## config.mk

```make
export PLATFORM = sky130hd
export DESIGN_NAME = tile_writer
export DESIGN_NICKNAME = d
export VERILOG_FILES = /design/src/rtl/tile_pkg.sv /design/src/rtl/key_debounce.sv /design/src/rtl/tile_writer.sv
export SDC_FILE = /design/constraint.sdc
export NUM_CORES = 1
export LEC_CHECK = 0
export CAP_MARGIN = 0
export CORE_MARGIN = 1.5
export CORE_UTILIZATION = 63
export CTS_CLUSTER_SIZE = 16
export DETAILED_ROUTE_END_ITERATION = 6
export GPL_TIMING_DRIVEN = 0
export PLACE_DENSITY = 0.94
export RECOVER_POWER = 25
export SYNTH_ARGS = -nofsm -noshare
export SYNTH_HDL_FRONTEND = slang
export SYNTH_SLANG_ARGS = --single-unit
```

## constraint.sdc

```tcl
create_clock -name clk -period 4.3 [get_ports clk]
set_clock_uncertainty 0.1 [all_clocks]
set_input_delay 0.43 -clock clk [delete_from_list [all_inputs] [get_ports clk]]
set_output_delay 0.43 -clock clk [all_outputs]
set_load 0.02 [all_outputs]
```

## src/rtl/tile_pkg.sv

```systemverilog
// ---------------------------------------------------------------------------
// tile_pkg
// Shared constants and types for the tile-memory writer:
//   - default tile memory geometry (address / data width, depth)
//   - board key index assignments
//   - writer FSM state encoding
// ---------------------------------------------------------------------------
package tile_pkg;

    localparam int ADDR_W_DEF = 6;   // 64-entry tile memory
    localparam int DATA_W_DEF = 9;   // 3 bits each of R, G, B
    localparam int TILE_DEPTH = 64;

    localparam int NUM_KEYS = 4;
    localparam int KEY_WR   = 0;     // single write at cursor, then cursor++
    localparam int KEY_CUR  = 1;     // load cursor from switches
    localparam int KEY_CLR  = 2;     // sweep the whole memory with zero
    localparam int KEY_FILL = 3;     // sweep the whole memory with switch data

    typedef enum logic [0:0] {
        IDLE  = 1'b0,
        SWEEP = 1'b1
    } state_t;

endpackage

```

## src/rtl/key_debounce.sv

```systemverilog
// ---------------------------------------------------------------------------
// key_debounce
// One push button: 2-flop synchronizer, stability counter and debounced
// state register. Emits a single-cycle pulse when the debounced state
// goes from released (1) to pressed (0). Releases produce no pulse.
//
// Ports:
//   clk      in   system clock
//   rst      in   synchronous reset, active-high
//   i_key_n  in   raw active-low button, asynchronous to clk
//   o_press  out  one-cycle press pulse, aligned with the debounced change
// ---------------------------------------------------------------------------
module key_debounce #(
    parameter int DEBOUNCE_CYCLES = 500000
) (
    input  logic clk,
    input  logic rst,
    input  logic i_key_n,
    output logic o_press
);

    localparam int CNT_W = $clog2(DEBOUNCE_CYCLES);
    localparam logic [CNT_W-1:0] CNT_LAST = CNT_W'(DEBOUNCE_CYCLES - 1);

    logic             r_sync1;
    logic             r_sync2;
    logic             r_stable;
    logic [CNT_W-1:0] r_cnt;
    logic             r_press;

    always_ff @(posedge clk) begin
        if (rst) begin
            r_sync1  <= 1'b1;
            r_sync2  <= 1'b1;
            r_stable <= 1'b1;
            r_cnt    <= '0;
            r_press  <= 1'b0;
        end else begin
            r_sync1 <= i_key_n;
            r_sync2 <= r_sync1;
            r_press <= 1'b0;
            if (r_sync2 == r_stable) begin
                // Any bounce back to the accepted level restarts the count.
                r_cnt <= '0;
            end else if (r_cnt == CNT_LAST) begin
                // The pulse is registered together with the state change,
                // so it is high exactly in the cycle the stable value flips.
                r_stable <= r_sync2;
                r_cnt    <= '0;
                r_press  <= ~r_sync2;
            end else begin
                r_cnt <= r_cnt + 1'b1;
            end
        end
    end

    assign o_press = r_press;

endmodule

```

## src/rtl/tile_writer.sv

```systemverilog
// ---------------------------------------------------------------------------
// tile_writer
// Turns board buttons and switches into clean single-cycle writes to the
// 64 x 9-bit tile memory read by the VGA scan-out.
//   KEY0: write sw[8:0] at cursor, cursor increments (wraps)
//   KEY1: cursor <= sw[5:0]
//   KEY2: clear sweep (all entries <= 0)
//   KEY3: fill sweep  (all entries <= sw[8:0], latched at the press)
// Simultaneous presses resolve KEY2 > KEY3 > KEY0 > KEY1; presses during a
// sweep are discarded.
//
// Ports:
//   clk     in   system clock (50 MHz)
//   rst     in   synchronous reset, active-high
//   key_n   in   raw buttons, active-low, asynchronous
//   sw      in   raw slide switches, quasi-static (sw[9] unused)
//   we      out  memory write enable, registered
//   wa      out  memory write address, registered, held when we=0
//   wv      out  memory write data, registered, held when we=0
//   cursor  out  current single-write address
//   busy    out  high on each write cycle of a clear/fill sweep
// ---------------------------------------------------------------------------
module tile_writer
    import tile_pkg::*;
#(
    parameter int DEBOUNCE_CYCLES = 500000,
    parameter int ADDR_W          = ADDR_W_DEF,
    parameter int DATA_W          = DATA_W_DEF
) (
    input  logic              clk,
    input  logic              rst,
    input  logic [3:0]        key_n,
    input  logic [9:0]        sw,
    output logic              we,
    output logic [ADDR_W-1:0] wa,
    output logic [DATA_W-1:0] wv,
    output logic [ADDR_W-1:0] cursor,
    output logic              busy
);

    // One past the last address: the sweep index is one bit wider so it
    // can represent this value and flag completion.
    localparam logic [ADDR_W:0] SWEEP_END = (ADDR_W + 1)'(1) << ADDR_W;

    logic [NUM_KEYS-1:0] w_press;
    logic                w_sw_unused;

    state_t              r_state,  r_state_next;
    logic [ADDR_W:0]     r_idx,    r_idx_next;
    logic [DATA_W-1:0]   r_data,   r_data_next;
    logic [ADDR_W-1:0]   r_cursor, r_cursor_next;
    logic                r_we,     r_we_next;
    logic                r_busy,   r_busy_next;
    logic [ADDR_W-1:0]   r_wa,     r_wa_next;
    logic [DATA_W-1:0]   r_wv,     r_wv_next;

    assign w_sw_unused = sw[9];

    generate
        for (genvar gi = 0; gi < NUM_KEYS; gi++) begin : g_key
            key_debounce #(
                .DEBOUNCE_CYCLES(DEBOUNCE_CYCLES)
            ) u_key_debounce (
                .clk     (clk),
                .rst     (rst),
                .i_key_n (key_n[gi]),
                .o_press (w_press[gi])
            );
        end
    endgenerate

    always_ff @(posedge clk) begin
        if (rst) begin
            r_state  <= IDLE;
            r_idx    <= '0;
            r_data   <= '0;
            r_cursor <= '0;
            r_we     <= 1'b0;
            r_busy   <= 1'b0;
            r_wa     <= '0;
            r_wv     <= '0;
        end else begin
            r_state  <= r_state_next;
            r_idx    <= r_idx_next;
            r_data   <= r_data_next;
            r_cursor <= r_cursor_next;
            r_we     <= r_we_next;
            r_busy   <= r_busy_next;
            r_wa     <= r_wa_next;
            r_wv     <= r_wv_next;
        end
    end

    always_comb begin
        r_state_next  = r_state;
        r_idx_next    = r_idx;
        r_data_next   = r_data;
        r_cursor_next = r_cursor;
        r_we_next     = 1'b0;
        r_busy_next   = 1'b0;
        r_wa_next     = r_wa;
        r_wv_next     = r_wv;

        case (r_state)
            IDLE: begin
                // Starting a sweep issues its address-0 write right away,
                // so the index is preloaded with 1.
                if (w_press[KEY_CLR]) begin
                    r_state_next = SWEEP;
                    r_data_next  = '0;
                    r_idx_next   = (ADDR_W + 1)'(1);
                    r_we_next    = 1'b1;
                    r_busy_next  = 1'b1;
                    r_wa_next    = '0;
                    r_wv_next    = '0;
                end else if (w_press[KEY_FILL]) begin
                    r_state_next = SWEEP;
                    r_data_next  = sw[DATA_W-1:0];
                    r_idx_next   = (ADDR_W + 1)'(1);
                    r_we_next    = 1'b1;
                    r_busy_next  = 1'b1;
                    r_wa_next    = '0;
                    r_wv_next    = sw[DATA_W-1:0];
                end else if (w_press[KEY_WR]) begin
                    r_we_next     = 1'b1;
                    r_wa_next     = r_cursor;
                    r_wv_next     = sw[DATA_W-1:0];
                    r_cursor_next = r_cursor + 1'b1;
                end else if (w_press[KEY_CUR]) begin
                    r_cursor_next = sw[ADDR_W-1:0];
                end
            end
            SWEEP: begin
                if (r_idx == SWEEP_END) begin
                    r_state_next = IDLE;
                end else begin
                    r_we_next   = 1'b1;
                    r_busy_next = 1'b1;
                    r_wa_next   = r_idx[ADDR_W-1:0];
                    r_wv_next   = r_data;
                    r_idx_next  = r_idx + 1'b1;
                end
            end
            default: begin
                r_state_next = IDLE;
            end
        endcase
    end

    assign we     = r_we;
    assign wa     = r_wa;
    assign wv     = r_wv;
    assign cursor = r_cursor;
    assign busy   = r_busy;

endmodule

```

### Yosys cells after proc, flatten, opt, wreduce, memory -nomap -nowiden

Cells that the tools add are included.

| word-level totals | value |
|---|---|
| register bits | 131 |
| bits of input ports | 16 |
| word-level logic and storage cells | 104 |
| output and inout port bits | 23 |

| operators by class | value |
|---|---|
| reduce and logical (&&, ||, !) cells | 18 |
| mux-type cells | 26 |
| add/subtract/negate cells | 6 |
| bitwise logic cells | 15 |
| eq/ne operators | 12 |

Operators with widths:

| cell | count |
|---|---|
| $add A19 B1 Y19 const B | 4 |
| $eq A19 B19 Y1 const B | 4 |
| $mux W9 | 6 |
| $mux W6 | 6 |
| $reduce_or A3 Y1 | 8 |
| $mux W7 | 3 |
| $pmux W9 S2 | 1 |
| $not A1 Y1 | 15 |
| $pmux W7 S2 | 1 |
| $reduce_and A2 Y1 | 7 |
| $pmux W6 S2 | 1 |
| $add A7 B1 Y7 const B | 1 |
| $eq A7 B7 Y1 const B | 1 |
| $add A6 B1 Y6 const B | 1 |
| $mux W1 | 6 |
| $eq A1 B1 Y1 | 4 |
| $ne A4 B1 Y1 const B | 1 |
| $pmux W1 S2 | 2 |
| $reduce_and A4 Y1 | 1 |
| $reduce_bool A2 Y1 | 2 |
| $ne A3 B1 Y1 const B | 1 |
| $ne A2 B2 Y1 const B | 1 |

### Logic depth before layout (Yosys ltp)

Gate-level depths: netlist of run 1.

| depth | value |
|---|---|
| depth after elaboration | 4 |
| mapped depth | 7 |
| mapped depth without buffers | 6 |

### Modules after synthesis

Synthesis of run 1 repeated with hierarchy kept, for this count alone.

| second synthesis, totals | value |
|---|---|
| cell total of the unflattened synthesis | 674 |
| area, all modules | 6175.9 sq um |

Modules (own cells, without submodules):

| module | area each (sq um) | times used | seq. area each (sq um) | cells each |
|---|---|---|---|---|
| key_debounce (g_key[0].u_key_debounce ...) | 1017.2 | 3 | 460.4 | 111 |
| tile_writer | 2113.3 | 1 | 780.7 | 237 |
| key_debounce (g_key[2].u_key_debounce) | 1011.0 | 1 | 460.4 | 104 |

### Worst setup path before layout of run 1

OpenSTA, ideal clock, no wires.

| timing | value |
|---|---|
| path kind | register to register |
| start point | register g_key[0].u_key_debounce.r_cnt[0] |
| end point | register g_key[0].u_key_debounce.r_cnt[10] |
| data required time | 4.083 ns |
| arrival time | 1.751 ns |
| library setup time | 0.117 ns |
| clock period less this slack | 1.968 ns |
| path buffers | 1 |
| path slack | 2.332 ns |
| cell stages (with the launch flop) | 7 |
| cell sequence | dfxtp_1 -> ha_1 -> and4_1 -> nand4_1 -> o31ai_2 -> buf_2 -> nor2_1 |

| on the way | value |
|---|---|
| longest elaborated chain between the ends | 2 |
| elaborated cells on any way between the ends | 3 |
| those cells by class | add/sub (1); eq/ne (1); reduce/logical (1) |

Ends and longest elaborated chain:

| what | line | source |
|---|---|---|
| start, declared | key_debounce.sv:28 | `logic [CNT_W-1:0] r_cnt;` |
| start signal, assigned | key_debounce.sv:52 | `r_cnt <= r_cnt + 1'b1;` |
| parallel branches: the longest is 2 deep, another holds $add A19 B1 Y19 | n/a |  |

Parallel ways; which one is timed is not known.
A chain may end at the register's enable or synchronous reset.

==> metrics.cfg, run 1 <==
[clocking]
cts_buffer_depth = 2
cts_made_buffers = 17
ctsHtreeMaxLevel = 4
clock_latency_ns = 0.53
cts_setup_buffers = 0
cts.clk_slew.worst_paths_ns = 0.06
tritoncts = built
cts.sinks = 131
postCtsResizedCells = 0
cts_hold_buf = 0
root_buffer = clkbuf_8

[setup_path]
cp_data_arrival_time_ns = 3.08
crit_fanout = 10
endpoint_kind = flip-flop
critPathRequiredTime_ns = 4.65
r2r_cells = 5
crit_type = flip-flop to flip-flop
cp-start-kind = flip-flop

[final_layout]
n_antenna_cell = 0
stdcell_count = 853
final_cell_mix = dfxtp_1 (131), nor2_1 (97), a21oi_1 (42)
fillCellCount = 581
nets = 755
layout-drive-gt1-share_pct = 7.79
syn_to_final_growth_pct = 18.7
layout_commonest_cell = dfxtp_1

[yosys]
synth-async-reset-ratio_pct = 0
synth_edf_count = 0
synth_seq_cells = 131
synthDistinctLibCells = 55
yosys-top-cells-area = dfxtp_1 (45%), nor2_1 (6.2%), xnor2_1 (4.8%)
synth_fp_nets = 699
ys_seq_area_share_pct = 44.9
syn_inst = 676
yosys_warnings = 0
syn_avg_cell_area_um2 = 8.65
synth.cell_area_um2 = 5850
synth_flop_cell = dfxtp_1
synth_top_area_share_pct = 44.9
synth_area_leader_cell = dfxtp_1

[global_route]
grt_max_degree = 17
use_met2_pct = 52.1
use_met3_pct = 8.85
grt_pass1_wl_um = 24400
grt-ovfl-total = 0
top_usage_layer = met2
grt_use_met1_pct = 37.4
grt.total_usage_pct = 30.9
first_global_vias = 5162
antenna_found_initial = 0

[placed_design]
gp_congestion = 0.895
dpl.cell_count = 821
port-buffer-count = 37
hpwlAfterDp_um = 9300

[die]
die_w_um = 99.3
fp.coreArea_um2 = 8850
start_util_pct = 66.1
rows = 34
die_area_um2 = 9870
die_y_um = 99.3
num_io_pins = 39

[route]
wl_um = 14500
vias_per_cell = 6.36
route.vias.total = 5429
post_drt_wl_per_cell_um = 17.0
ant_nets = 0
drcViolationCount = 0
drtIter0Drc = 402
drtPass1Iterations = 6

[sta]
rsz0062_at_grt = no
worst_pin_slew_ns = 1.08
setup_violations = 0
tns_ns = 0
hold_viol_final = 0
whs_ns = 0.308
fmax_ghz = 0.366
timing.final.crit_period_ns = 2.74
min_period_over_period_pct = 63.6
slew_headroom_pct = 27.2
drv_slew = 0

[status]
status = finished clean

[power]
p_leak_nw = 2.19
power_density_nw_per_um2 = 391
finalPower_mw = 2.71
irDropWorstVdd_mv = 0.370

[min_path]
hold_class = flip-flop to flip-flop
min_path_cells = 1

[flow_run]
maxCapViolCount = 0

[worst max-delay path, cell delays in order (launching register included)]
cell and delay, ns:
dfxtp_1 0.33, clkbuf_1 0.15, nor3_1 0.88, o21ai_0 0.52
or3_1 0.48, a21oi_1 0.19
[registers in the layout (all words and copies together), names as in the netlist, 6 cells and up]
name,count
r_data,9
g_key.u_key_debounce.r_cnt,76
wa,6
cursor,6
r_idx,7
wv,9
[metal layers]
layer | wire (um) | vias to the layer above
met3 | 918 | 52
met2 | 7240 | 252
met1 | 5980 | 2607
met4 | 399 | 0
li1 | - | 2518
met5 | 0 | -
[final timing paths]
path / startpoint / to / slack, ns
worst min-delay path: g_key[2].u_key_debounce.r_sync1$_SDFF_PP1_ / g_key[2].u_key_debounce.r_sync2$_SDFF_PP1_ / 0.31
worst max-delay path: busy$_SDFF_PP0_ / cursor[0]$_SDFFE_PP0P_ / 1.56
worst min register to register: g_key[2].u_key_debounce.r_sync1$_SDFF_PP1_ / g_key[2].u_key_debounce.r_sync2$_SDFF_PP1_ / 0.31
worst max register to register: busy$_SDFF_PP0_ / cursor[0]$_SDFFE_PP0P_ / 1.56
[metrics by stage]
| step | area (um2) | utilization (%) | setup slack, ns |
|---|---|---|---|
| finish | 6940 | 78.4 | 1.56 |
| global route | 6940 | 78.4 | 1.46 |
| CTS | 6940 | 78.5 | 1.92 |
| detailed placement | 6350 | 71.8 | 1.94 |
| global placement | 6350 | 71.8 | 1.97 |
| floorplan | 5850 | - | 2.33 |
[cell type report]
class / instances / area, um2 / share of cell area (%)
inverters: 17 / 63.8 / 0.920
plain buffers: 36 / 151 / 2.18
repair buffers: 37 / 370 / 5.34
clock buffers: 21 / 469 / 6.76
well taps: 108 / 135 / 1.95
flip-flops and latches: 131 / 2620 / 37.8
clock inverters: 11 / 124 / 1.79
multi-input cells: 492 / 3000 / 43.3
[cell usage after synthesis (16+ instances only)]
library cell / instances
dfxtp_1: 131
nor2_1: 97
a21oi_1: 42
nand2_1: 37
xnor2_1: 32
nand3_1: 29
clkbuf_1: 27
xor2_1: 26
nand4_1: 22
o21ai_0: 19
nor3b_1: 18
inv_1: 17
a211oi_1: 16
[power by group]
part           switching [mW]  internal, mW
sequential            0.00300          1.22
combinational          0.0276        0.0247
clock                   0.550         0.889
total                   0.580          2.13
[logic make-up after synthesis]
| kind of cell | Yosys count | share of synthesized area [%] |
|---|---|---|
| buffers and inverters | 53 | 3.70 |
| AOI/OAI and AO/OA | 109 | 11.6 |
| and+or+nand+nor | 317 | 29.5 |
| adders and majority gates | 7 | 1.50 |
| muxes | 1 | 0.171 |
| xor gates and xnor gates | 58 | 8.69 |
| DFF | 131 | 44.9 |
Power figures use the tool's default switching activity.
==> run 2, diff against run 1 <==
- CORE_UTILIZATION: 63 -> 53
- PLACE_DENSITY: 0.94 -> 0.86
- clock period: 4.3 -> 2.3 ns (I/O delays scaled with it)
==> metrics.cfg, run 2 (synthesis results as in run 1) <==
[power]
power_density_nw_per_um2 = 706  ; +81%
p_leak_nw = 2.21  ; +0.77%
irDropWorstVdd_mv = 0.505  ; +36%

[die]
start_util_pct = 54.2  ; -12 points
die_w_um = 108  ; +8.8%
die_area_um2 = 11700  ; +18%
num_io_pins = 39  ; unchanged
fp.coreArea_um2 = 10800  ; +22%
die_y_um = 108  ; +8.8%
rows = 38  ; +12%

[sta]
fmax_ghz = 0.461  ; +26%
setup_violations = 0  ; unchanged
setup_ws_ns = 0.132  ; -1.43 ns
min_period_over_period_pct = 94.3  ; +31 points
hold_viol_final = 0  ; unchanged
timing.final.crit_period_ns = 2.17  ; -0.567 ns
slew_headroom_pct = 58.2  ; +31 points
tns_ns = 0  ; unchanged
worst_pin_slew_ns = 0.621  ; -0.463 ns
drv_slew = 0  ; unchanged

[global_route]
first_global_vias = 4831  ; -6.4%
grt-ovfl-total = 0  ; unchanged
grt_pass1_wl_um = 21500  ; -12%
antenna_found_initial = 0  ; unchanged
grt_max_degree = 17  ; unchanged
grt.total_usage_pct = 23.3  ; -7.7 points

[route]
drtPass1Iterations = 5  ; -1
vias_per_cell = 5.72  ; -10%
route.vias.total = 5060  ; -6.8%
drcViolationCount = 0  ; unchanged
drtIter0Drc = 390  ; -3.0%
post_drt_wl_per_cell_um = 14.7  ; -14%
ant_nets = 0  ; unchanged
wl_um = 13000  ; -10%

[placed_design]
place_ws_ns = -0.0589  ; -2.00 ns
dpl_cell_area_um2 = 6390  ; +0.63%
hpwlAfterDp_um = 8930  ; -4.0%
port-buffer-count = 37  ; unchanged
gp_congestion = 0.881  ; -1.6%

[final_layout]
syn_to_final_growth_pct = 19.6
layout-drive-gt1-share_pct = 8.46  ; +0.67 points
largest_reg_flops = 76  ; unchanged
largest-register = g_key.u_key_debounce.r_cnt
fin_area_um2 = 6990  ; +0.79%
final_core_util_pct = 64.8  ; -14 points
multiInputGateArea_um2 = 3040  ; +1.2%
layout_commonest_cell = dfxtp_1
nets = 755  ; unchanged
n_antenna_cell = 0  ; unchanged
final_cell_mix = dfxtp_1 (131), nor2_1 (97), a21oi_1 (42)
seq_area_um2 = 2620  ; unchanged
fillCellCount = 814  ; +40%

[setup_path]
critical_path_cell_count = 7  ; +2
reg2reg_to = g_key[3].u_key_debounce.r_cnt[0]$_SDFF_PP0_
cp_data_arrival_time_ns = 2.49  ; -0.59 ns
path_cells = clkbuf_1 > or3b_2 > nor4_4 > a211o_1 > buf_2 > buf_4 > nor2_1
crit_type = flip-flop to flip-flop
critPathBufInv = 3  ; +2
slowest_delay_ns = 0.51  ; -0.37 ns
r2r_start = g_key[3].u_key_debounce.r_cnt[5]$_SDFF_PP0_
cp-start-kind = flip-flop
r2r_cells = 7  ; +2
crit_slowest_cell = or3b_2
crit_fanout = 10  ; unchanged
endpoint_kind = flip-flop
reg2reg_slack_ns = 0.13  ; -1.43 ns
critPathRequiredTime_ns = 2.62  ; -2.03 ns
cp_top_family = simple AND/OR/NAND/NOR gates

[status]
status = finished clean

[clocking]
clock_latency_ns = 0.54  ; about the same
cts.sinks = 131  ; unchanged
ctsHtreeMaxLevel = 4  ; unchanged
root_buffer = clkbuf_8
cts.clk_slew.worst_paths_ns = 0.06  ; about the same
cts_buffer_depth = 2  ; unchanged
cts_made_buffers = 17  ; unchanged
tritoncts = built
cts_hold_buf = 0  ; unchanged

[min_path]
hold_end = g_key[3].u_key_debounce.r_sync1$_SDFF_PP1_
min_path_cells = 2  ; +1
hold_class = primary input to flip-flop
min-delay-start = key_n[3]

[flow_run]
maxCapViolCount = 0  ; unchanged

-- run 2: report_power, final --
part / internal (mW) / switching [mW] / total, mW
Combinational: 0.0469 / 0.0500 / 0.0969
Clock: 1.56 / 0.998 / 2.55
Sequential: 2.28 / 0.00565 / 2.28
Total: 3.88 / 1.05 / 4.94
-- run 2: worst max-delay path by stage --
stage                                                           start                                           end  slack, ns
final                     g_key[3].u_key_debounce.r_cnt[5]$_SDFF_PP0_   g_key[3].u_key_debounce.r_cnt[0]$_SDFF_PP0_       0.13
after global routing      g_key[3].u_key_debounce.r_cnt[5]$_SDFF_PP0_   g_key[3].u_key_debounce.r_cnt[7]$_SDFF_PP0_     -0.006
after CTS                 g_key[3].u_key_debounce.r_cnt[5]$_SDFF_PP0_   g_key[3].u_key_debounce.r_cnt[0]$_SDFF_PP0_       0.07
after detailed placement  g_key[0].u_key_debounce.r_cnt[0]$_SDFF_PP0_   g_key[0].u_key_debounce.r_cnt[7]$_SDFF_PP0_      -0.06
after global placement    g_key[0].u_key_debounce.r_cnt[0]$_SDFF_PP0_   g_key[0].u_key_debounce.r_cnt[2]$_SDFF_PP0_      -0.02
after floorplan           g_key[0].u_key_debounce.r_cnt[0]$_SDFF_PP0_  g_key[0].u_key_debounce.r_cnt[10]$_SDFF_PP0_       0.33
-- run 2: what timing repair did --
| action | CTS | global route |
|---|---|---|
| setup buffers | 0 | 1 |
| pin swaps | 0 | 1 |
| resized for setup | 2 | 5 |
| gates cloned | 0 | 0 |
| setup endpoints to repair | 11 | 40 |
-- run 2: final cells by class --
type | count | share of cell area (%)
multi-input cells | 492 | 43.4
flip-flops and latches | 131 | 37.5
clock buffers | 18 | 6.12
repair buffers | 38 | 5.40
well taps | 140 | 2.50
plain buffers | 35 | 2.15
clock inverters | 14 | 1.99
inverters | 17 | 0.913
-- run 2: worst register-to-register path: stages (launching register included) --
cell and delay (ns):
dfxtp_1 0.29, clkbuf_1 0.19, or3b_2 0.51, nor4_4 0.32, a211o_1 0.17, buf_2 0.21, buf_4 0.20, nor2_1 0.06
-- run 2: per-layer routing --
layer | vias to the layer above | wire length, um | global-route usage (%)
met5 | - | 0 | 0
met2 | 130 | 6510 | 40.6
met4 | 0 | 269 | 10.9
met1 | 2386 | 5670 | 26.6
li1 | 2515 | - | -
met3 | 29 | 586 | 5.79
-- run 2: per-stage QoR --
| step | hold slack, ns | power (mW) | instances |
|---|---|---|---|
| final | 0.184 | 4.94 | 885 |
| after global routing | 0.188 | 5.08 | 885 |
| after CTS | 0.174 | 4.97 | 885 |
| after detailed placement | 0.296 | 2.43 | 853 |
| after global placement | 0.291 | 2.43 | 853 |
| after floorplan | 0.234 | 2.38 | 676 |
==> run 3, diff against run 2 <==
- CORE_UTILIZATION: 53 -> 38
- PLACE_DENSITY: 0.86 -> 0.67
==> metrics.cfg, run 3 (synthesis results as in run 1) <==
[route]
vias_per_cell = 5.20  ; -9.1%
post_drt_wl_per_cell_um = 13.3  ; -10%
wl_um = 12400  ; -4.6%
drtIter0Drc = 321  ; -18%
ant_nets = 0  ; unchanged
drtPass1Iterations = 4  ; -1
route.vias.total = 4873  ; -3.7%
drcViolationCount = 0  ; unchanged

[setup_path]
crit_fanout = 10  ; unchanged
slowest_delay_ns = 0.49  ; -0.02 ns
crit_type = flip-flop to flip-flop
endpoint_kind = flip-flop
cp_top_family = simple AND/OR/NAND/NOR gates
crit_slowest_cell = or3b_2
cp_data_arrival_time_ns = 2.38  ; -0.11 ns
path_cells = clkbuf_1 > or3b_2 > nor4_2 > a211o_1 > buf_2 > buf_4 > nor2_1
cp-start-kind = flip-flop
critPathBufInv = 3  ; unchanged
critPathRequiredTime_ns = 2.50  ; -0.12 ns

[sta]
min_period_over_period_pct = 94.6  ; +0.32 points
drv_slew = 0  ; unchanged
timing.final.crit_period_ns = 2.18  ; +0.00740 ns
rsz0062_at_grt = yes
fmax_ghz = 0.460  ; -0.34%
whs_ns = 0.280  ; +0.0959 ns
worst_pin_slew_ns = 0.671  ; +0.0502 ns
setup_violations = 0  ; unchanged
slew_headroom_pct = 54.8  ; -3.4 points
hold_viol_final = 0  ; unchanged

[die]
rows = 45  ; +18%
die_area_um2 = 16100  ; +38%
die_y_um = 127  ; +18%
num_io_pins = 39  ; unchanged
die_w_um = 127  ; +18%
start_util_pct = 38.7  ; -15 points
fp.coreArea_um2 = 15100  ; +40%

[min_path]
hold_class = primary input to flip-flop

[power]
power_density_nw_per_um2 = 710  ; +0.59%
p_leak_nw = 2.25  ; +1.9%
irDropWorstVdd_mv = 0.485  ; -3.9%
finalPower_mw = 5.04  ; +2.2%

[placed_design]
port-buffer-count = 37  ; unchanged
hpwlAfterDp_um = 8400  ; -5.9%
gp_congestion = 0.812  ; -7.9%

[clocking]
cts_made_buffers = 17  ; unchanged
tritoncts = built
ctsHtreeMaxLevel = 4  ; unchanged
clock_latency_ns = 0.41  ; -0.13 ns
cts_buffer_depth = 2  ; unchanged
cts.clk_slew.worst_paths_ns = 0.05  ; about the same
root_buffer = clkbuf_16
cts.sinks = 131  ; unchanged

[final_layout]
largest-register = g_key.u_key_debounce.r_cnt
n_antenna_cell = 0  ; unchanged
layout-drive-gt1-share_pct = 8.40  ; -0.056 points
final_cell_mix = dfxtp_1 (131), nor2_1 (97), a21oi_1 (42)
multiInputGateArea_um2 = 3030  ; -0.29%
fillCellCount = 1443  ; +77%
final_core_util_pct = 47.1  ; -18 points
largest_reg_flops = 76  ; unchanged
seq_area_um2 = 2620  ; unchanged
layout_commonest_cell = dfxtp_1
nets = 761  ; +0.79%
syn_to_final_growth_pct = 21.6

[global_route]
antenna_found_initial = 0  ; unchanged
grt.total_usage_pct = 15.9  ; -7.4 points
first_global_vias = 4427  ; -8.4%
grt_pass1_wl_um = 20800  ; -3.2%
grt_max_degree = 17  ; unchanged
grt-ovfl-total = 0  ; unchanged

[flow_run]
maxCapViolCount = 0  ; unchanged

[status]
status = finished clean

==> run 3: changes by cell type in the layout (fill, tap and decap cells not counted), moves of 3 or more <==
cell,previous run,this run
clkdlybuf4s50_1,20,17
clkbuf_8,2,5
buf_4,2,8
dlygate4sd3_1,17,20
clkinv_2,5,2
clkinvlp_4,6,0
clkbuf_1,26,30
==> run 3: per-layer routing <==
| layer | vias to the layer above | wire length (um) | share of wire (%) | GRT usage [%] |
|---|---|---|---|---|
| met1 | 2254 | 6210 | 50 | 21.0 |
| li1 | 2533 | - | - | - |
| met2 | 72 | 5720 | 46 | 25.6 |
| met4 | 0 | 159 | 1.3 | 5.21 |
| met3 | 14 | 349 | 2.8 | 3.64 |
| met5 | - | 0 | 0 | 0 |
==> run 3: timing repair <==
| action | CTS | global route |
|---|---|---|
| setup endpoints to repair | 20 | 32 |
| hold buffers | 0 | 0 |
| cloned | 0 | 0 |
| gates resized for setup | 2 | 2 |
| pin swaps | 0 | 2 |
| buffers inserted | 0 | 7 |
==> run 3: path summary, 6_finish.rpt <==
| check | start | to | slack [ns] | cells after the start |
|---|---|---|---|---|
| max reg2reg | g_key[3].u_key_debounce.r_cnt[5]$_SDFF_PP0_ | g_key[3].u_key_debounce.r_cnt[10]$_SDFF_PP0_ | 0.12 | 7 |
| min reg2reg | g_key[3].u_key_debounce.r_sync1$_SDFF_PP1_ | g_key[3].u_key_debounce.r_sync2$_SDFF_PP1_ | 0.30 | 1 |
| max | g_key[3].u_key_debounce.r_cnt[5]$_SDFF_PP0_ | g_key[3].u_key_debounce.r_cnt[10]$_SDFF_PP0_ | 0.12 | 7 |
| min | key_n[0] | g_key[0].u_key_debounce.r_sync1$_SDFF_PP1_ | 0.28 | 2 |
==> run 3: through the flow <==
stage               TNS, ns  instance area (um2)  setup slack, ns  instances
detailed placement    -1.59                 6450           -0.136        901
finish                    0                 7110            0.125        938
floorplan                 0                 5850            0.332        676
global placement      -1.29                 6450           -0.104        901
CTS                       0                 7040           0.0288        932
global route        -0.0322                 7110          -0.0322        938
==> run 3: layout make-up <==
type	count	share of cell area [%]
inverters	17	0.898
plain buffers	35	2.11
clock buffers	27	7.22
flip-flops and latches	131	36.9
clock inverters	4	0.986
multi-input cells	492	42.6
well taps	188	3.31
repair buffers	44	5.95
==> run 3: worst register-to-register path, cell delays in order (launching register included) <==
cell	delay (ns)
dfxtp_1	0.29
clkbuf_1	0.19
or3b_2	0.49
nor4_2	0.34
a211o_1	0.17
buf_2	0.21
buf_4	0.21
nor2_1	0.06
==> run 3: power by group <==
part	leakage [nW]	switching [mW]	internal [mW]
sequential	1.06	0.00578	2.28
combinational	0.905	0.0512	0.0495
clock	0.287	0.927	1.73
total	2.25	0.984	4.06
==> variant 1, RTL diff (settings of run 1) <==
`DEBOUNCE_CYCLES` is set to 500000 in 2 places; all go to 250000.
--- a/src/rtl/key_debounce.sv
+++ b/src/rtl/key_debounce.sv
@@ -11,7 +11,7 @@
 //   o_press  out  one-cycle press pulse, aligned with the debounced change
 // ---------------------------------------------------------------------------
 module key_debounce #(
-    parameter int DEBOUNCE_CYCLES = 500000
+    parameter int DEBOUNCE_CYCLES = 250000
 ) (
     input  logic clk,
     input  logic rst,
--- a/src/rtl/tile_writer.sv
+++ b/src/rtl/tile_writer.sv
@@ -23,7 +23,7 @@
 module tile_writer
     import tile_pkg::*;
 #(
-    parameter int DEBOUNCE_CYCLES = 500000,
+    parameter int DEBOUNCE_CYCLES = 250000,
     parameter int ADDR_W          = ADDR_W_DEF,
     parameter int DATA_W          = DATA_W_DEF
 ) (
Behaviour: no difference found for any inputs over 10 cycles, from zero or initial values and one cycle with rst high; that may be too few to reach the edited logic, so the function may still have changed.
==> variant 1 against run 1 <==
Combinational power about the same; clock power rose by 3%; power rose by 0.43%; sequential cell count decreased by 4; count of clock-buffer cells in the layout stayed put; synthesized cell count down 5.8%; wire length is 2.2% higher; setup slack worse by 0.17 ns; synthesized area shrank 5.4%; critical endpoint unchanged; cell area down 4.5%; sequential share of layout area is 0.59 points higher.
==> variant 1: results (changes against run 1) <==
- The area of the die came to 9351 um2 (-5.2%).
- The number of violations reported at the end of detailed-routing iteration 0 was 366 (-9.0%).
- The count of placed standard cells including taps is 781 (-4.9%).
- The via density per instance came to 6.445 (+1.3%).
- The routed wire length on met3 is 1.247 mm (+36%).
- The share of flip-flops with an asynchronous set or reset is 0% (unchanged).
- The fraction of final layout cells with drive strength greater than 1 was 7.234% (-0.55 points).
- The total net switching power is 0.5517 mW (-5.0%).
- The met2 wire length is 7.297 mm (+0.79%).
- The worst-case register-to-register setup slack is 1.40 ns (-0.17 ns).
- The first-pass GRT wire length is 24.60 mm (+0.85%).
- The met3 global-route usage was 8.526% (-0.33 points).
- The standard cell area after detailed placement came to 6027 um2 (-5.1%).
- Ranked by total cell area, the synthesized netlist is headed by dfxtp_1 46%, xnor2_1 9.2%, nor2_1 8.4%, nor4_1 3.1%, nor3b_1 2.9%.
- The global-route total usage across every layer is 32.41% (+1.5 points).
- The net total in the final layout is 715 (-5.3%).
- By count the netlist is led by 127 x dfxtp_1, 124 x nor2_1, 58 x xnor2_1.
- The placed wire-length estimate after detailed placement came to 8.696 mm (-6.5%).
- The sequential fraction of the synthesis area is 45.96% (+1.1 points).
- The routability congestion estimate is 0.8758 (-2.2%).
- The routed metal-1 wirelength is 5.563 mm (-7.0%).
- The layout filler cell count came to 513 (-12%).
- The leakage dissipation is 2.039 nW (-6.9%).
- The count of input and output buffers is 36 (-2.7%).
- The global routing met1 resource utilization is 35.87% (-1.5 points).
- The count of unique library cells instantiated by Yosys is 48 (-13%).
- The average size of a mapped cell came to 8.684 um2 (+0.42%).
- The flow ran to the end, and the final reports show no timing, DRC or antenna violations.
- The via count of the first global-routing pass was 5,228 (+1.3%).
- The worst slew margin relative to its limit came to 19.97% (-7.2 points).
- The met2 track demand over resource is 56.32% (+4.2 points).
- The worst-case vdd ir drop is 357.9 uV (-3.2%).
- The net count of the mapped netlist is 660 (-5.6%).
- The arrival time of data at the critical path endpoint came to 3.25 ns (+0.17 ns).
- The worst-case setup slack after placement is 2.125 ns (+0.1856 ns).
## variant 1: cell types whose count changed in the layout (fill, tap and decap cells not counted), sizes merged, moves of 8 or more
cell / before / now
or4: 11 / 3
clkdlybuf4s50: 22 / 35
or3: 14 / 4
o31ai: 8 / 0
nand2: 37 / 21
nor2: 97 / 124
xnor2: 32 / 58
clkbuf: 50 / 37
nor4: 15 / 27
dlygate4sd3: 15 / 1
a21oi: 42 / 28
xor2: 26 / 8
## variant 1: logic make-up (layout without fill, tap and decap cells)
group                      count (synthesis)  after routing  synth area share (%)
and+or+nand+nor                          310            310                 28.88
buffers and inverters                     45            113                 3.302
xor gates and xnor gates                  66             66                 10.45
AOI/OAI and AO/OA                         76             76                 8.731
DFF                                      127            127                 45.96
muxes                                      6              6                 1.086
adders and majority gates                  7              7                 1.583
## variant 1: through the flow
stage / total power, mW / utilization [%]
2_1_floorplan: 1.236 / -
3_3_place_gp: 1.257 / 70.14
3_5_place_dp: 1.259 / 70.14
4_1_cts: 2.724 / 77.26
5_1_grt: 2.778 / 77.07
6_report: 2.724 / 77.07
## variant 1: how the worst min path moves through the flow
stage | start | to | slack [ns] | cells past startpoint
final | g_key[1].u_key_debounce.r_sync1 | g_key[1].u_key_debounce.r_sync2 | 0.31 | 1
after floorplan | g_key[0].u_key_debounce.r_sync1 | g_key[0].u_key_debounce.r_sync2 | 0.29 | 1
after CTS | g_key[2].u_key_debounce.r_sync1 | g_key[2].u_key_debounce.r_sync2 | 0.30 | 1
after global routing | g_key[2].u_key_debounce.r_sync1 | g_key[2].u_key_debounce.r_sync2 | 0.32 | 1
after global placement | g_key[0].u_key_debounce.r_sync1 | g_key[0].u_key_debounce.r_sync2 | 0.29 | 1
after detailed placement | g_key[1].u_key_debounce.r_sync1 | g_key[1].u_key_debounce.r_sync2 | 0.29 | 1
## variant 1: power groups by stage
stage	combinational (mW)	clock, mW	sequential (mW)
final	0.0524	1.49	1.18
after global routing	0.0556	1.54	1.18
after CTS	0.0511	1.49	1.18
after detailed placement	0.0494	0	1.21
after global placement	0.0479	0	1.21
after floorplan	0.0272	0	1.21
## variant 1: critical path: stages (launching register included)
cell and delay (ns):
dfxtp_1 0.36, clkbuf_1 0.28, nor3_1 1.01, o21ai_0 0.43, or3_1 0.46, a21oi_1 0.18
## variant 1: area by class of cell
cell class                      count  area, um2  area share [%]
Clock buffer                       21      449.2           6.783
Timing Repair Buffer               36      360.3           5.441
Tap cell                          108      135.1           2.040
Inverter                           23      86.33           1.304
Clock inverter                     11      162.7           2.456
Buffer                             22      95.09           1.436
Multi-Input combinational cell    465       2791           42.15
Sequential cell                   127       2542           38.39
==> variant 2, RTL diff (flow settings as in run 1) <==
Without the edit above. Put one more register stage on the output `we`. The value now appears one clock later. The other outputs are not delayed to match. Comments in the files are not updated.
--- a/src/rtl/tile_writer.sv
+++ b/src/rtl/tile_writer.sv
@@ -147,7 +147,9 @@
         endcase
     end
 
-    assign we     = r_we;
+    always_ff @(posedge clk) begin
+        we <= r_we;
+    end
     assign wa     = r_wa;
     assign wv     = r_wv;
     assign cursor = r_cursor;
Check against the original RTL: same outputs for any inputs over 10 cycles, from zero or initial values and one cycle with rst high; that may be too few to reach the edited logic, so the function may still have changed.
==> variant 2 against run 1 <==
Sequential cell count rose by 1; synthesized cell count rose by 0.15%; wire length fell by 3.4%; final cell count up 0.47%; power rose by 5.0%; setup slack better by 0.066 ns; critical path depth stayed put; cell area is 1.1% higher; clock power increased by 9%; synthesized area is 0.34% higher; largest cell class unchanged.
==> variant 2: results (changes against run 1) <==
- The first-pass GRT wire length is 23.85 mm (-2.2%).
- The count of yosys warnings during synthesis was 0 (unchanged).
- The clock latency on the worst-skew pair is 0.53 ns (about the same).
- The reg-to-reg startpoint is busy.
- The number of violations reported at the end of detailed-routing iteration 0 is 308 (-23%).
- The placed wire-length estimate after detailed placement is 9.186 mm (-1.2%).
- The worst setup path is launched from a register.
- The via density per instance came to 6.181 (-2.9%).
- The top flip-flop cell by instance count after synthesis is dfxtp_1.
- The global-route total usage across every layer is 30.21% (-0.71 points).
- The fraction of final layout cells with drive strength greater than 1 is 7.641% (-0.14 points).
- The maximum fanout along the worst path came to 10 (unchanged).
- The sequential group share of total power was 43.2% (-1.8 points).
- The worst-case register-to-register setup slack is 1.63 ns (+0.07 ns).
- The net switching fraction of the power was 20.59% (-0.80 points).
- The leakage dissipation was 2.227 nW (+1.6%).
- The critical path's largest stage delay is 0.82 ns (-0.06 ns).
- The count of maximum capacitance violations is 0 (unchanged).
- The number of buffers inserted by post-CTS setup repair is 0 (unchanged).
- The number of buffers created by CTS is 17 (unchanged).
- The number of antenna repair diodes came to 0 (unchanged).
- The worst-case vdd ir drop was 303.6 uV (-18%).
- Grouping stages by cell kind, the critical path spends the most delay in simple AND/OR/NAND/NOR gates.
- The arrival time of data at the critical path endpoint is 3.01 ns (-0.07 ns).
- The worst slew margin relative to its limit is 33.33% (+6.2 points).
- In this run the most critical hold path is launched from r_we.
- The sequential fraction of the synthesis area is 45.05% (+0.19 points).
- Sorting the synthesized cells by area gives the leading types as dfxtp_1 45%, nor2_1 6.2%, xnor2_1 4.8%, xor2_1 3.9%, a21oi_1 3.6%.
- The initial antenna violation count is 0 (unchanged).
- The count of input and output buffers is 37 (unchanged).
- The share of flip-flops with an asynchronous set or reset is 0% (unchanged).
- The number of flip-flops under the largest register name came to 76 (unchanged).
- The routability congestion estimate was 0.9244 (+3.3%).
- The largest net degree at the start of global routing is 17 (unchanged).
- The root cell of the clock tree is clkbuf_8.
- The worst-case clock buffer depth came to 2 (unchanged).
- The register bank with the most flops is g_key.u_key_debounce.r_cnt.
- The worst hold slack across all endpoints is 0.2322 ns (-0.07562 ns).
- The post-CTS resize count is 0 (unchanged).
- The power in combinational cells is 0.0515 mW (-2%).
- The path class of the lowest-slack min-delay path is reg2reg.
- The standard cell with the maximum stage delay on the critical path is nor3_1.
- The routed wirelength normalized by instance count is 16.39 um (-3.9%).
- Sorting the synthesized cells by how often they occur yields 132 x dfxtp_1, 97 x nor2_1, 42 x a21oi_1.
- The layout filler cell count is 571 (-1.7%).
- The net total in the final layout came to 756 (+0.13%).
- The flow ran to the end, and the final reports show no timing, DRC or antenna violations.
- The net count of the mapped netlist is 700 (+0.14%).
- The via count of the first global-routing pass is 5,222 (+1.2%).
-- variant 2: final cells by class --
cell class,count,area [um2],area share (%)
clock buffer,18,417.9,5.959
clock inverter,14,226.5,3.229
timing repair buffer,37,370.4,5.281
tap,111,138.9,1.980
buffer,36,151.4,2.159
inverter,17,63.81,0.9099
multi-input combinational,492,3002,42.80
sequential,132,2643,37.68
-- variant 2: final timing paths --
| check | cells past startpoint | endpoint |
|---|---|---|
| setup / recovery | 5 | cursor[0] |
| hold reg to reg | 0 | we |
| hold / removal | 0 | we |
| setup reg to reg | 5 | cursor[0] |
-- variant 2: cells by family (layout without fill, tap and decap cells) --
logic type / after synthesis / in the layout / synth area share [%]
compound gates: 109 / 109 / 11.58
xor+xnor: 58 / 58 / 8.660
simple gates: 317 / 317 / 29.35
fa+ha+maj: 7 / 7 / 1.493
buf+inv: 53 / 122 / 3.690
flops: 132 / 132 / 45.05
mux: 1 / 1 / 0.1707
-- variant 2: stage by stage --
step | util [%] | setup slack (ns) | power (mW) | instance area [um2] | instances
after global placement | 69.65 | 1.985 | 1.306 | 6375 | 825
after floorplan | - | 2.332 | 1.284 | 5866 | 677
final | 76.62 | 1.630 | 2.848 | 7013 | 857
after detailed placement | 69.65 | 1.923 | 1.307 | 6375 | 825
after global routing | 76.62 | 1.502 | 2.912 | 7013 | 857
after CTS | 76.69 | 1.938 | 2.847 | 7019 | 857
-- variant 2: routing by layer --
metal  up-vias  track usage, %  wire length, um  share of wire, %
li1       2532               -                -                 -
met1      2479           34.47             5733                41
met2       244           52.05             6966                50
met3        42           8.784              962               6.9
met4         0           14.41              382               2.7
met5         -               0                0                 0
